**src/rtl/spi_sched_pkg.sv**
```systemverilog
// spi_sched_pkg: shared definitions for the SPI bus scheduler.
//   - requester indices (flash, SD, expansion port) and requester count
//   - scheduler FSM state encoding
//   - round-robin pointer increment helper
package spi_sched_pkg;

    localparam int NREQ      = 3;
    localparam int REQ_FLASH = 0;
    localparam int REQ_SD    = 1;
    localparam int REQ_EXT   = 2;

    localparam logic [2:0] ST_IDLE    = 3'd0;
    localparam logic [2:0] ST_SETUP   = 3'd1;
    localparam logic [2:0] ST_READY   = 3'd2;
    localparam logic [2:0] ST_SHIFT   = 3'd3;
    localparam logic [2:0] ST_RELEASE = 3'd4;
    localparam logic [2:0] ST_GAP     = 3'd5;

    // Next requester index in round-robin order (0 -> 1 -> 2 -> 0).
    function automatic logic [1:0] rr_inc(input logic [1:0] idx);
        return (idx == 2'd2) ? 2'd0 : idx + 2'd1;
    endfunction

endpackage

```
**src/rtl/spi_byte_shifter.sv**
```systemverilog
// spi_byte_shifter: one-byte SPI mode 0 master engine, MSB first.
//   clk, rst   : clock, synchronous active-high reset
//   start, din : load din and begin shifting (ignored fields otherwise)
//   miso       : serial input, sampled on each SCLK rising edge
//   sclk, mosi : serial clock (idle 0) and output (idle 1)
//   dout, done : received byte, updated together with a one-cycle done pulse
//                at the eighth SCLK falling edge
module spi_byte_shifter
    import spi_sched_pkg::*;
#(
    parameter int CLKDIV = 2
) (
    input  logic       clk,
    input  logic       rst,
    input  logic       start,
    input  logic [7:0] din,
    input  logic       miso,
    output logic       sclk,
    output logic       mosi,
    output logic [7:0] dout,
    output logic       done
);

    localparam logic [3:0] DIV_LAST = 4'(CLKDIV - 1);

    logic       active_q, active_d;
    logic [3:0] div_q, div_d;
    logic [2:0] bit_q, bit_d;
    logic       sclk_q, sclk_d;
    logic [7:0] tx_q, tx_d;
    logic [7:0] rx_q, rx_d;
    logic [7:0] dout_q, dout_d;
    logic       done_q, done_d;

    always_comb begin
        active_d = active_q;
        div_d    = div_q;
        bit_d    = bit_q;
        sclk_d   = sclk_q;
        tx_d     = tx_q;
        rx_d     = rx_q;
        dout_d   = dout_q;
        done_d   = 1'b0;
        if (start) begin
            active_d = 1'b1;
            div_d    = '0;
            bit_d    = '0;
            sclk_d   = 1'b0;
            tx_d     = din;
        end else if (active_q) begin
            if (div_q == DIV_LAST) begin
                div_d = '0;
                if (!sclk_q) begin
                    sclk_d = 1'b1;
                    rx_d   = {rx_q[6:0], miso};
                end else begin
                    // Falling edge: present the next bit; ones fill so MOSI
                    // idles high once the byte is out.
                    sclk_d = 1'b0;
                    tx_d   = {tx_q[6:0], 1'b1};
                    bit_d  = bit_q + 3'd1;
                    if (bit_q == 3'd7) begin
                        active_d = 1'b0;
                        done_d   = 1'b1;
                        dout_d   = rx_q;
                    end
                end
            end else begin
                div_d = div_q + 4'd1;
            end
        end
    end

    always_ff @(posedge clk) begin
        if (rst) begin
            active_q <= 1'b0;
            div_q    <= '0;
            bit_q    <= '0;
            sclk_q   <= 1'b0;
            tx_q     <= 8'hFF;
            rx_q     <= '0;
            dout_q   <= '0;
            done_q   <= 1'b0;
        end else begin
            active_q <= active_d;
            div_q    <= div_d;
            bit_q    <= bit_d;
            sclk_q   <= sclk_d;
            tx_q     <= tx_d;
            rx_q     <= rx_d;
            dout_q   <= dout_d;
            done_q   <= done_d;
        end
    end

    assign sclk = sclk_q;
    assign mosi = tx_q[7];
    assign dout = dout_q;
    assign done = done_q;

endmodule

```
**src/rtl/spi_bus_scheduler.sv**
```systemverilog
// spi_bus_scheduler: shares one SPI byte engine between flash (0), SD (1) and
// the 16-CS expansion port (2). Round-robin grant held for a whole CS
// transaction, CS setup, byte shifting, CS release gap, and pin routing.
//   clk, rst                 : clock, synchronous active-high reset
//   req, ext_sel, gnt        : per-requester request, ext CS index, grant
//   tx_valid, tx_data, tx_ready : byte start handshake (byte n at [8n+7:8n])
//   rx_valid, rx_data        : received byte pulse / shared data
//   flash_*, sd_*, ext_*     : physical device pins
//   activity                 : high while any CS is low
module spi_bus_scheduler
    import spi_sched_pkg::*;
#(
    parameter int CLKDIV = 2,
    parameter int CS_GAP = 4
) (
    input  logic            clk,
    input  logic            rst,
    input  logic [NREQ-1:0] req,
    input  logic [3:0]      ext_sel,
    output logic [NREQ-1:0] gnt,
    input  logic [NREQ-1:0] tx_valid,
    input  logic [23:0]     tx_data,
    output logic [NREQ-1:0] tx_ready,
    output logic [NREQ-1:0] rx_valid,
    output logic [7:0]      rx_data,
    output logic            flash_cs_n,
    output logic            flash_clk,
    output logic            flash_di,
    input  logic            flash_do,
    output logic            sd_cs_n,
    output logic            sd_clk,
    output logic            sd_mosi,
    input  logic            sd_miso,
    output logic [15:0]     ext_cs,
    output logic            ext_clk,
    output logic            ext_di,
    input  logic            ext_do,
    output logic            activity
);

    localparam logic [7:0] SETUP_LAST = 8'(CLKDIV - 1);
    localparam logic [7:0] GAP_LAST   = 8'(CS_GAP - 1);

    logic [2:0]      state_q, state_d;
    logic [NREQ-1:0] gnt_q, gnt_d;
    logic [1:0]      g_q, g_d;
    logic [1:0]      rr_q, rr_d;
    logic [3:0]      ext_idx_q, ext_idx_d;
    logic [7:0]      cnt_q, cnt_d;
    logic            flash_cs_n_q, flash_cs_n_d;
    logic            sd_cs_n_q, sd_cs_n_d;
    logic [15:0]     ext_cs_q, ext_cs_d;
    logic            activity_q, activity_d;

    logic            win_found;
    logic [1:0]      win_idx;
    logic [1:0]      cand;
    logic            sh_start;
    logic [7:0]      sh_din;
    logic            sh_miso;
    logic            sh_sclk;
    logic            sh_mosi;
    logic [7:0]      sh_dout;
    logic            sh_done;
    logic            cs_on;

    // Round-robin search starting at rr_q.
    always_comb begin
        win_found = 1'b0;
        win_idx   = '0;
        cand      = rr_q;
        for (int i = 0; i < NREQ; i++) begin
            if (!win_found && req[cand]) begin
                win_found = 1'b1;
                win_idx   = cand;
            end
            cand = rr_inc(cand);
        end
    end

    always_comb begin
        state_d   = state_q;
        gnt_d     = gnt_q;
        g_d       = g_q;
        rr_d      = rr_q;
        ext_idx_d = ext_idx_q;
        cnt_d     = cnt_q;
        sh_start  = 1'b0;
        case (state_q)
            ST_IDLE: begin
                if (win_found) begin
                    gnt_d   = NREQ'(1) << win_idx;
                    g_d     = win_idx;
                    cnt_d   = '0;
                    state_d = ST_SETUP;
                    if (win_idx == 2'(REQ_EXT)) ext_idx_d = ext_sel;
                end
            end
            ST_SETUP: begin
                if (cnt_q == SETUP_LAST) state_d = ST_READY;
                else                     cnt_d   = cnt_q + 8'd1;
            end
            ST_READY: begin
                // A byte strobe beats a same-cycle request drop.
                if (tx_valid[g_q]) begin
                    sh_start = 1'b1;
                    state_d  = ST_SHIFT;
                end else if (!req[g_q]) begin
                    state_d = ST_RELEASE;
                end
            end
            ST_SHIFT: begin
                if (sh_done) state_d = ST_READY;
            end
            ST_RELEASE: begin
                gnt_d   = '0;
                rr_d    = rr_inc(g_q);
                cnt_d   = '0;
                state_d = ST_GAP;
            end
            ST_GAP: begin
                if (cnt_q == GAP_LAST) state_d = ST_IDLE;
                else                   cnt_d   = cnt_q + 8'd1;
            end
            default: state_d = ST_IDLE;
        endcase
    end

    // CS pins are flops computed from the next state so they change exactly
    // on the state boundary, with activity registered alongside them.
    always_comb begin
        cs_on        = (state_d == ST_SETUP) || (state_d == ST_READY) ||
                       (state_d == ST_SHIFT);
        flash_cs_n_d = !(cs_on && gnt_d[REQ_FLASH]);
        sd_cs_n_d    = !(cs_on && gnt_d[REQ_SD]);
        ext_cs_d     = (cs_on && gnt_d[REQ_EXT]) ? ~(16'h0001 << ext_idx_d) : 16'hFFFF;
        activity_d   = !flash_cs_n_d || !sd_cs_n_d || (ext_cs_d != 16'hFFFF);
    end

    always_ff @(posedge clk) begin
        if (rst) begin
            state_q      <= ST_IDLE;
            gnt_q        <= '0;
            g_q          <= '0;
            rr_q         <= 2'(REQ_FLASH);
            ext_idx_q    <= '0;
            cnt_q        <= '0;
            flash_cs_n_q <= 1'b1;
            sd_cs_n_q    <= 1'b1;
            ext_cs_q     <= 16'hFFFF;
            activity_q   <= 1'b0;
        end else begin
            state_q      <= state_d;
            gnt_q        <= gnt_d;
            g_q          <= g_d;
            rr_q         <= rr_d;
            ext_idx_q    <= ext_idx_d;
            cnt_q        <= cnt_d;
            flash_cs_n_q <= flash_cs_n_d;
            sd_cs_n_q    <= sd_cs_n_d;
            ext_cs_q     <= ext_cs_d;
            activity_q   <= activity_d;
        end
    end

    always_comb begin
        case (g_q)
            2'd1:    sh_din = tx_data[15:8];
            2'd2:    sh_din = tx_data[23:16];
            default: sh_din = tx_data[7:0];
        endcase
    end

    assign sh_miso = gnt_q[REQ_FLASH] ? flash_do :
                     gnt_q[REQ_SD]    ? sd_miso  :
                     gnt_q[REQ_EXT]   ? ext_do   : 1'b1;

    spi_byte_shifter #(.CLKDIV(CLKDIV)) u_shifter (
        .clk   (clk),
        .rst   (rst),
        .start (sh_start),
        .din   (sh_din),
        .miso  (sh_miso),
        .sclk  (sh_sclk),
        .mosi  (sh_mosi),
        .dout  (sh_dout),
        .done  (sh_done)
    );

    assign gnt      = gnt_q;
    assign tx_ready = (state_q == ST_READY) ? gnt_q : '0;
    assign rx_valid = (state_q == ST_SHIFT && sh_done) ? gnt_q : '0;
    assign rx_data  = sh_dout;

    // Only the granted device sees the engine; others idle at clk 0 / MOSI 1.
    assign flash_cs_n = flash_cs_n_q;
    assign flash_clk  = gnt_q[REQ_FLASH] & sh_sclk;
    assign flash_di   = gnt_q[REQ_FLASH] ? sh_mosi : 1'b1;
    assign sd_cs_n    = sd_cs_n_q;
    assign sd_clk     = gnt_q[REQ_SD] & sh_sclk;
    assign sd_mosi    = gnt_q[REQ_SD] ? sh_mosi : 1'b1;
    assign ext_cs     = ext_cs_q;
    assign ext_clk    = gnt_q[REQ_EXT] & sh_sclk;
    assign ext_di     = gnt_q[REQ_EXT] ? sh_mosi : 1'b1;
    assign activity   = activity_q;

endmodule

```
**config.mk**
```make
export PLATFORM = sky130hd
export DESIGN_NAME = spi_bus_scheduler
export DESIGN_NICKNAME = d
export VERILOG_FILES = /design/src/rtl/spi_sched_pkg.sv /design/src/rtl/spi_byte_shifter.sv /design/src/rtl/spi_bus_scheduler.sv
export SDC_FILE = /design/constraint.sdc
export NUM_CORES = 1
export LEC_CHECK = 0
export CAP_MARGIN = 20
export CORE_UTILIZATION = 25
export CTS_BUF_LIST = sky130_fd_sc_hd__clkbuf_2 sky130_fd_sc_hd__clkbuf_4 sky130_fd_sc_hd__clkbuf_8
export DETAILED_ROUTE_END_ITERATION = 6
export HOLD_SLACK_MARGIN = 0.05
export MAX_ROUTING_LAYER = met4
export SLEW_MARGIN = 15
export SYNTH_ARGS = -nofsm -noshare
export SYNTH_HDL_FRONTEND = slang
export SYNTH_HIERARCHICAL = 1
export SYNTH_SLANG_ARGS = --single-unit
```
**constraint.sdc**
```tcl
create_clock -name clk -period 3.6 [get_ports clk]
set_input_delay 0.72 -clock clk [delete_from_list [all_inputs] [get_ports clk]]
set_output_delay 0.72 -clock clk [all_outputs]
set_load 0.01 [all_outputs]
```
After elaboration in Yosys (flattened, before gate mapping)
Index checks and enable logic that the tools add are counted.
{ "word_totals": {"regBits": 75, "latch_bits": 0, "ram_bits": 0, "mem_bits_ro": 0, "inputBits": 39, "output_inout_bits": 42, "elab_cells": 146, "mem_count": 0} }
{ "op_classes": {"add_sub_neg": 6, "n_mul": 0, "div": 0, "magnitude_cmp": 4, "n_eq_ne": 21, "shift": 2, "n_mux": 59, "bitwise_logic": 8, "n_reduce_logical": 28} }
{ "ops": {"columns": ["operator", "count"], "rows": [
  ["$mux W8", 7],
  ["$pmux W8 S4", 1],
  ["$mux W3", 9],
  ["$mux W1", 23],
  ["$pmux W3 S6", 1],
  ["$mux W16", 1],
  ["$mux W4", 4],
  ["$ne A16 B16 Y1 const B", 1],
  ["$not A16 Y16", 1],
  ["$pmux W8 S2", 1],
  ["$shl A1 B4 Y16 const A", 1],
  ["$eq A3 B2 Y1 const B", 4],
  ["$lt A2 B3 Y1 const B", 4],
  ["$mux W2", 6],
  ["$bmux W1 S2", 5],
  ["$eq A3 B3 Y1 const B", 3],
  ["$add A8 B1 Y8 const B", 1],
  ["$eq A2 B2 Y1 const B", 4],
  ["$eq A8 B1 Y1 const B", 1],
  ["$eq A8 B2 Y1 const B", 1],
  ["$reduce_and A4 Y1", 2],
  ["$add A2 B1 Y2 const B", 3],
  ["$eq A3 B1 Y1 const B", 2],
  ["$logic_and A1 B1 Y1", 6],
  ["other kinds (19)", 36]
]} }

Longest topological paths before layout
Gate-level depths: netlist (run 1).
{ "logic_depth": {"depth_word": 18, "mapped_depth": 8} }

By module
Netlist (run 1), hierarchy kept.
{ "modules_own_cells": {"columns": ["module", "instances", "cells_each", "area_each_um2", "seq_area_each_um2"], "rows": [
  ["spi_bus_scheduler", 1, 261, 2145.8, 820.8],
  ["spi_byte_shifter", 1, 151, 1461.4, 680.7]
]} }

Worst setup path before layout (run 1)
Ideal clock, no wire load.
{ "synth_path": {"path_type": "input-to-reg", "from": "in tx_valid[0]", "to": "reg u_shifter.dout_q[0] (netlist: u_shifter/dout[0])", "arrival_ps": 2314, "setup_slack_ps": 1214, "path_stages": 7, "n_path_buf": 1, "cell_sequence": "nor2b_1 -> a211oi_1 -> nor2_1 -> clkbuf_1 -> and3b_1 -> nor3b_2 -> mux2i_1"} }
{ "synth_via": {"elab_chain_cells": 6} }
{ "synth_rtl": {"columns": ["element", "line_no", "text"], "rows": [
  ["start, declared", "spi_bus_scheduler.sv:21", "input logic [NREQ-1:0] tx_valid,"],
  ["$bmux W1 S2", "spi_bus_scheduler.sv:105", "if (tx_valid[g_q]) begin"],
  ["$mux W1 (not written as such)", "spi_bus_scheduler.sv:105", null],
  ["$mux W1", "spi_bus_scheduler.sv:105", null],
  ["$mux W1", "spi_bus_scheduler.sv:89", "case (state_q)"],
  ["via sh_start", "spi_bus_scheduler.sv:58", "logic sh_start;"],
  ["$not A1 Y1 (no line)", null, null],
  ["$reduce_and A5 Y1 (no line)", null, null],
  ["end signal, assigned", "spi_byte_shifter.sv:91", "dout_q <= dout_d;"],
  ["end, declared", "spi_byte_shifter.sv:32", "logic [7:0] dout_q, dout_d;"]
]} }
The timed path passes the listed nets, and every way through them passes these cells. The select of a mux whose other input is x is not followed.
A chain may end at the register's enable or synchronous reset.

Final worst setup path (run 1)
{ "layout_path": {"from": "reg state_q[0]", "to": "out rx_valid[2]"} }
{ "layout_via": {"elab_chain_cells": 3} }
{ "layout_rtl": {"columns": ["element", "line_no", "text"], "rows": [
  ["start, declared", "spi_bus_scheduler.sv:44", "logic [2:0] state_q, state_d;"],
  ["start signal, assigned", "spi_bus_scheduler.sv:153", "state_q <= state_d;"],
  ["$eq A3 B2 Y1", "spi_bus_scheduler.sv:192", "assign rx_valid = (state_q == ST_SHIFT && sh_done) ? gnt_q : '0;"],
  ["$logic_and A1 B1 Y1", "spi_bus_scheduler.sv:192", null],
  ["$mux W3", "spi_bus_scheduler.sv:192", null],
  ["end, declared", "spi_bus_scheduler.sv:24", "output logic [NREQ-1:0] rx_valid,"]
]} }
No other way between the ends.

==> key figures, run 1 <==
Status
  • Status: completed

Logic synthesis
  • Synth top area share: 0.416
  • Gate Count Post-Synth: approximately 400
  • Dominant cell type by area after synthesis: dfxtp_1
  • Post-synthesis cell area: 3610 µm²
  • Ys flop type: dfxtp_1
  • Synth Net Count: 459
  • Commonest cells post-synth: dfxtp_1 (75), nand2_1 (36), a21oi_1 (32), nor2_1 (32), nand2b_1 (27)
  • Mean post-synth cell area: 8.76 µm²
  • Synth warn: 6
  • Top cells by area, synth: dfxtp_1 (42%), mux2i_1 (5.5%), nand2b_1 (4.7%)
  • Post-synth ARST share: 0
  • Seq cells post-synth: 75
  • Unique masters post-synth: just under 60
  • Top-count cell post-synth: dfxtp_1
  • Post-synth EDFFs: 0
  • Seq/Total Area, Yosys: 0.416

CTS
  • Clock-pin slew on the worst setup and hold paths: 0.08 ns
  • Clock Latency Late Sink: 0.35 ns
  • CTS tree: yes
  • CTS root buf: clkbuf_8
  • Setup repair bufs after CTS: 0
  • Clk sinks: 75
  • Number of gates resized after cts: 0
  • Cts bufs inserted: 9
  • Max H-tree Level: 3
  • CTS Buffer Depth: 2
  • Hold_buf cts: 0

Critical path
  • Setup CP Type: reg2out
  • Crit end category: output pin
  • WP data required: 2.88 ns
  • Crit path DAT: between 2 and 2.5 ns
  • R2r worst-path depth: 6
  • Reg2reg start: state_q[0]
  • Crit-path max FO: 17
  • Setup crit end: rx_valid[2]
  • Startpoint types: register
  • Worst reg2reg setup slack: ~1.2 ns
  • CP startpoint: state_q[0]
  • R2R Path End: ext_cs[4]

Flow run
  • MaxCap Viol Count: 0

GRT
  • First-pass GRT wire length: around 16,000 µm
  • GR Util All Layers: 0.139
  • Initial antenna violation count: 0
  • GRT overflow: 0
  • Largest net degree at the start of global routing: between 50 and 60
  • Number of global-route vias before repair: 3,130

Timing
  • Final min period: 2.80 ns
  • Max Clock Skew: about 0.0066 ns
  • Max transition margin: 0.538
  • Setup tns final: 0 ns
  • # setup viols final: 0
  • WHS: roughly 0.48 ns
  • RSZ-0062 raised after global routing: no
  • Final Cycle Share: 0.779
  • Least-Margin Pin Slew: slightly below 0.7 ns
  • Fin. max-slew vios: 0
  • Final hold vios: 0
  • Fmax achieved: 357 MHz

Place
  • Placed inst area: 4540 µm²
  • Post-DP HPWL: about 7100 µm
  • IO Port Bufs: 80
  • Placer congestion estimate: 0.797

Cells and area
  • Fin area: 4760 µm²
  • Number of diodes: 0
  • P&R area growth vs syn: 32.1%
  • Final Util: 0.341
  • Fraction of layout cells with a size suffix above 1: 0.0779
  • Nets: 530

Power
  • Total power per unit cell area: between 500 and 600 nW/µm²
  • Leakage power figure: 0.00162 µW
  • Peak supply drop: 0.000212 V
  • Pwr Total: 2410 µW

Detailed routing
  • Drt wl/cell: 14.3 µm
  • Post-DR vias/cell: around 4.8
  • Drc violations: 0
  • DRT antenna net count: 0
  • Initial DRC count: 182
  • Total routed wirelength: between 9000 and 10,000 µm
  • TritonRoute pass-1 iters: 4
  • Via count: 3,187

Floorplan
  • Die Area: approximately 15,000 µm²
  • Ports: 81
  • Die Ht: around 120 µm
  • Die X: roughly 120 µm
  • Rows: between 40 and 50
  • Core area: around 14,000 µm²
  • Initial core utilization: 0.258

Hold path
  • Hold/Removal Path Class: reg2reg
[sequential cells by signal (all words and copies together) (netlist names)]
register            flops
activity                1
cnt_q                   8
ext_cs                 16
ext_idx_q               4
flash_cs_n              1
g_q                     2
gnt                     3
rr_q                    2
sd_cs_n                 1
state_q                 3
u_shifter/active_q      1
u_shifter/bit_q         3
u_shifter/div_q         4
u_shifter/done          1
u_shifter/dout          8
u_shifter/rx_q          8
u_shifter/sclk          1
u_shifter/tx_q          8
[critical path, cell delays in order (launching register included)]
cell and delay (ns):
dfxtp_1 0.70, and3_1 0.34, and2_1 0.15, clkdlybuf4s50_1 0.55
[cells in the final DEF, fill, tap and decap left out, drive strengths merged, types with 2 or more instances in the layout]
| master | synthesis | final |
|---|---|---|
| or3 | 12 | 12 |
| nor3 | 9 | 9 |
| nand3b | 3 | 3 |
| nand2 | 36 | 36 |
| nor4 | 3 | 3 |
| a22oi | 8 | 8 |
| and3b | 3 | 3 |
| o22ai | 2 | 2 |
| nor3b | 7 | 7 |
| o211ai | 4 | 4 |
| inv | 9 | 9 |
| nand3 | 12 | 12 |
| nand4 | 4 | 4 |
| mux2i | 20 | 20 |
| buf | 7 | 4 |
| clkdlybuf4s50 | 0 | 80 |
| xor2 | 3 | 3 |
| and2 | 9 | 9 |
| bufinv | 0 | 2 |
| o21ai | 25 | 25 |
| clkbuf | 17 | 12 |
| a31o | 2 | 2 |
| clkinv | 0 | 2 |
| a21oi | 32 | 32 |
| o41ai | 2 | 2 |
| and3 | 5 | 5 |
| dfxtp | 75 | 75 |
| o21a | 2 | 2 |
| ha | 8 | 8 |
| a32oi | 3 | 3 |
| nor2b | 6 | 6 |
| a21boi | 2 | 2 |
| nor2 | 33 | 33 |
| a211oi | 7 | 7 |
| o211a | 2 | 2 |
| nand2b | 27 | 27 |
[cell type report]
type                            instances  area, µm²
Tap cell                              180        225
Clock inverter                          4       73.8
Inverter                                9       33.8
Timing Repair Buffer                   84        831
Multi-Input combinational cell        304       1950
Clock buffer                           12        153
Fill cell                            1448       9220
Sequential cell                        75       1500
[metrics by stage]
stage                     cells  setup WS [ns]
after floorplan             412           1.21
after global placement      652          0.648
after detailed placement    652          0.563
after CTS                   668          0.769
after global routing        668          0.627
final                       668          0.796
[how the worst min path moves through the flow]
stage                  startpoint                 end  cells after the start
3_3_place_gp   u_shifter/bit_q[2]  u_shifter/bit_q[2]                      2
2_1_floorplan  u_shifter/bit_q[1]  u_shifter/bit_q[1]                      2
4_1_cts         u_shifter/dout[7]   u_shifter/dout[7]                      2
3_5_place_dp    u_shifter/dout[7]   u_shifter/dout[7]                      2
6_report        u_shifter/dout[7]   u_shifter/dout[7]                      2
5_1_grt         u_shifter/dout[7]   u_shifter/dout[7]                      2
[metal layers]
metal	part of all wire	global-route usage
met1	0.42	0.153
met2	0.52	0.241
met3	0.046	0.0365
met4	0.014	0.0488
met5	0	-
[power by group]
part / internal (µW) / leakage (µW) / switching [µW]
Combinational: 296 / 0.000892 / 359
Clock: 425 / 0.000117 / 313
Sequential: 893 / 0.000607 / 124
Total: 1610 / 0.00162 / 797
[kinds of logic (layout without fill, tap and decap cells)]
group / Yosys count / in the layout / synth area share
AND/OR/NAND/NOR: 172 / 172 / 0.261
AO/OA/AOI/OAI: 100 / 100 / 0.186
XOR/XNOR: 4 / 4 / 0.00971
buffers and inverters: 33 / 109 / 0.0440
adder cells (fa/ha/maj): 8 / 8 / 0.0277
flip-flops: 75 / 75 / 0.416
multiplexers: 20 / 20 / 0.0555
Power figures use the tool's default switching activity.
==> run 2: changes to the inputs <==
==> constraint.sdc (replaced) <==
create_clock -name clk -period 2.79 [get_ports clk]
set_input_delay 0.558 -clock clk [delete_from_list [all_inputs] [get_ports clk]]
set_output_delay 0.558 -clock clk [all_outputs]
set_load 0.01 [all_outputs]
==> run 2 against run 1 <==
Net effect: global-route usage shrank 0.28 points; total power grew 28%; critical path depth grew 1; flip-flop and latch count is the same.
==> key figures, run 2 (same netlist as run 1, synthesis figures left out) <==
Timing
  • Setup tns final: 0 ns (unchanged)
  • Final hold vios: 0 (unchanged)
  • Least-Margin Pin Slew: 0.669 ns (-0.0156 ns)
  • # setup viols final: 0 (unchanged)
  • Max transition margin: 0.553 (+0.0148)
  • Final min period: 2.67 ns
  • RSZ-0062 raised after global routing: no
  • Max Clock Skew: 0.00765 ns (+0.00109 ns)
  • Fmax achieved: between 300 and 400 MHz
  • Fin. max-slew vios: 0 (unchanged)
  • Final Cycle Share: 0.959

Cells and area
  • Most common cell after layout, fill and taps aside: clkdlybuf4s50_1
  • Non-filler cells, final: 679 (+1.6%)
  • P&R area growth vs syn: 34.1%
  • Max reg flops: 16 (unchanged)
  • Nets: 541 (+2.1%)
  • Number of diodes: 0 (unchanged)
  • Fill cell count: 1,418 (-2.1%)
  • Most frequent cells in the layout: clkdlybuf4s50_1 (80), dfxtp_1 (75), nand2_1 (36)
  • Fraction of layout cells with a size suffix above 1: 0.0982 (+0.0203)

Hold path
  • Hold Path End: u_shifter/dout[5]
  • Worst min-delay path startpoint: u_shifter/dout[5]
  • Min-Delay Path Depth: 2 (unchanged)
  • Hold/Removal Path Class: reg2reg

Floorplan
  • Core area: 14,000 µm² (unchanged)
  • Die X: 122 µm (unchanged)
  • Initial core utilization: 0.258 (unchanged)
  • Ports: 81 (unchanged)
  • Rows: 43 (unchanged)
  • Die Area: 14,900 µm² (unchanged)
  • Die Ht: 122 µm (unchanged)

CTS
  • CTS tree: yes
  • Number of gates resized after cts: 0 (unchanged)
  • Clock Latency Late Sink: 0.35 ns (about the same)
  • Clk sinks: 75 (unchanged)
  • CTS root buf: clkbuf_8
  • Cts bufs inserted: 9 (unchanged)
  • Clock-pin slew on the worst setup and hold paths: 0.09 ns (about the same)
  • Max H-tree Level: 3 (unchanged)
  • CTS Buffer Depth: 2 (unchanged)
  • Hold_buf cts: 0 (unchanged)
  • Setup repair bufs after CTS: 0 (unchanged)

GRT
  • First-pass GRT wire length: 15,400 µm (-1.1%)
  • Largest net degree at the start of global routing: 20 (-62%)
  • GR Util All Layers: 0.136 (-0.00279)
  • Initial antenna violation count: 0 (unchanged)
  • Number of global-route vias before repair: 3,220 (+2.9%)
  • GRT overflow: 0 (unchanged)

Place
  • IO Port Bufs: 80 (unchanged)
  • Placer congestion estimate: 0.844 (+5.9%)
  • Post-DP HPWL: 7010 µm (-0.82%)
  • Cell total after placement: 663 (+1.7%)

Critical path
  • WP buf/inv: 1 (unchanged)
  • Startpoint types: register
  • Top delay family on crit path: simple AND/OR/NAND/NOR gates
  • WP data required: 2.23 ns (-0.65 ns)
  • Slowest cell on the critical path: dfxtp_1
  • R2R Path End: cnt_q[7]
  • Worst reg2reg setup slack: 0.55 ns (-0.61 ns)
  • CP startpoint: state_q[2]
  • Crit-path max FO: 11 (-6)
  • CP max stage delay: 0.57 ns (-0.13 ns)
  • R2r worst-path depth: 8 (+2)
  • Setup CP Type: reg2out
  • Reg2reg start: state_q[0]
  • Cells along the critical path: and2b_2 -> and3_1 -> and2_1 -> clkdlybuf4s50_1
  • Crit path DAT: 2.12 ns (+0.04 ns)
  • Crit end category: output pin

Detailed routing
  • Post-DR vias/cell: 4.73 (-0.79%)
  • Via count: 3,214 (+0.85%)
  • TritonRoute pass-1 iters: 4 (unchanged)
  • Initial DRC count: 134 (-26%)
  • Drc violations: 0 (unchanged)
  • Drt wl/cell: 13.9 µm (-2.8%)
  • DRT antenna net count: 0 (unchanged)
  • Total routed wirelength: 9450 µm (-1.2%)

Power
  • Leakage power figure: 0.00166 µW (+2.7%)
  • Total power per unit cell area: 638 nW/µm² (+26%)
  • Peak supply drop: 0.000276 V (+30%)

Status
  • Status: completed

Flow run
  • MaxCap Viol Count: 0 (unchanged)
[run 2: changes by cell type in the layout (fill, tap and decap cells not counted), sizes merged]
| cell | before | now |
|---|---|---|
| buf | 4 | 15 |
| clkbuf | 12 | 10 |
| inv | 9 | 11 |
| bufinv | 2 | 1 |
| clkinvlp | 0 | 1 |
[run 2: worst max path at each step]
stage	end	slack (ns)	cells past startpoint
after floorplan	u_shifter/dout[0]	0.57	7
after global placement	cnt_q[7]	0.11	8
after detailed placement	cnt_q[7]	0.09	8
after CTS	rx_valid[1]	0.12	4
after global routing	rx_valid[2]	0.02	4
final	rx_valid[1]	0.12	4
[run 2: metal layers]
metal | up-vias | GRT usage | routed length [µm]
met4 | 0 | 0.0442 | 78
li1 | 1619 | - | -
met1 | 1484 | 0.160 | 4230
met3 | 12 | 0.0304 | 443
met2 | 99 | 0.229 | 4700
met5 | - | - | 0
[run 2: tightest hold or removal path: cells and delay by family, from the launching register on]
family           cells  cell delay [ns]
DFF                  1             0.32
muxes                1             0.06
and+or+nand+nor      1             0.06
[run 2: layout make-up]
class	count	area, µm²	share of cell area
multi-input cells	304	1950	0.402
flip-flops and latches	75	1500	0.310
repair buffers	95	926	0.191
well taps	180	225	0.0466
clock buffers	10	131	0.0272
clock inverters	6	72.6	0.0150
inverters	9	33.8	0.00698
[run 2: power by group]
part / total, µW / switching [µW] / internal [µW]
combinational: 926 / 495 / 431
clock: 867 / 434 / 433
sequential: 1290 / 141 / 1150
[run 2: stage by stage]
step	utilization	setup slack, ns	cell area (µm²)	total power (µW)	hold slack [ns]
final	0.346	0.116	4840	3090	0.483
after CTS	0.346	0.123	4840	3110	0.490
after global placement	0.331	0.107	4630	2230	0.465
after floorplan	-	0.566	3610	1940	0.458
after detailed placement	0.331	0.0911	4630	2240	0.472
after global routing	0.346	0.0178	4840	3290	0.506
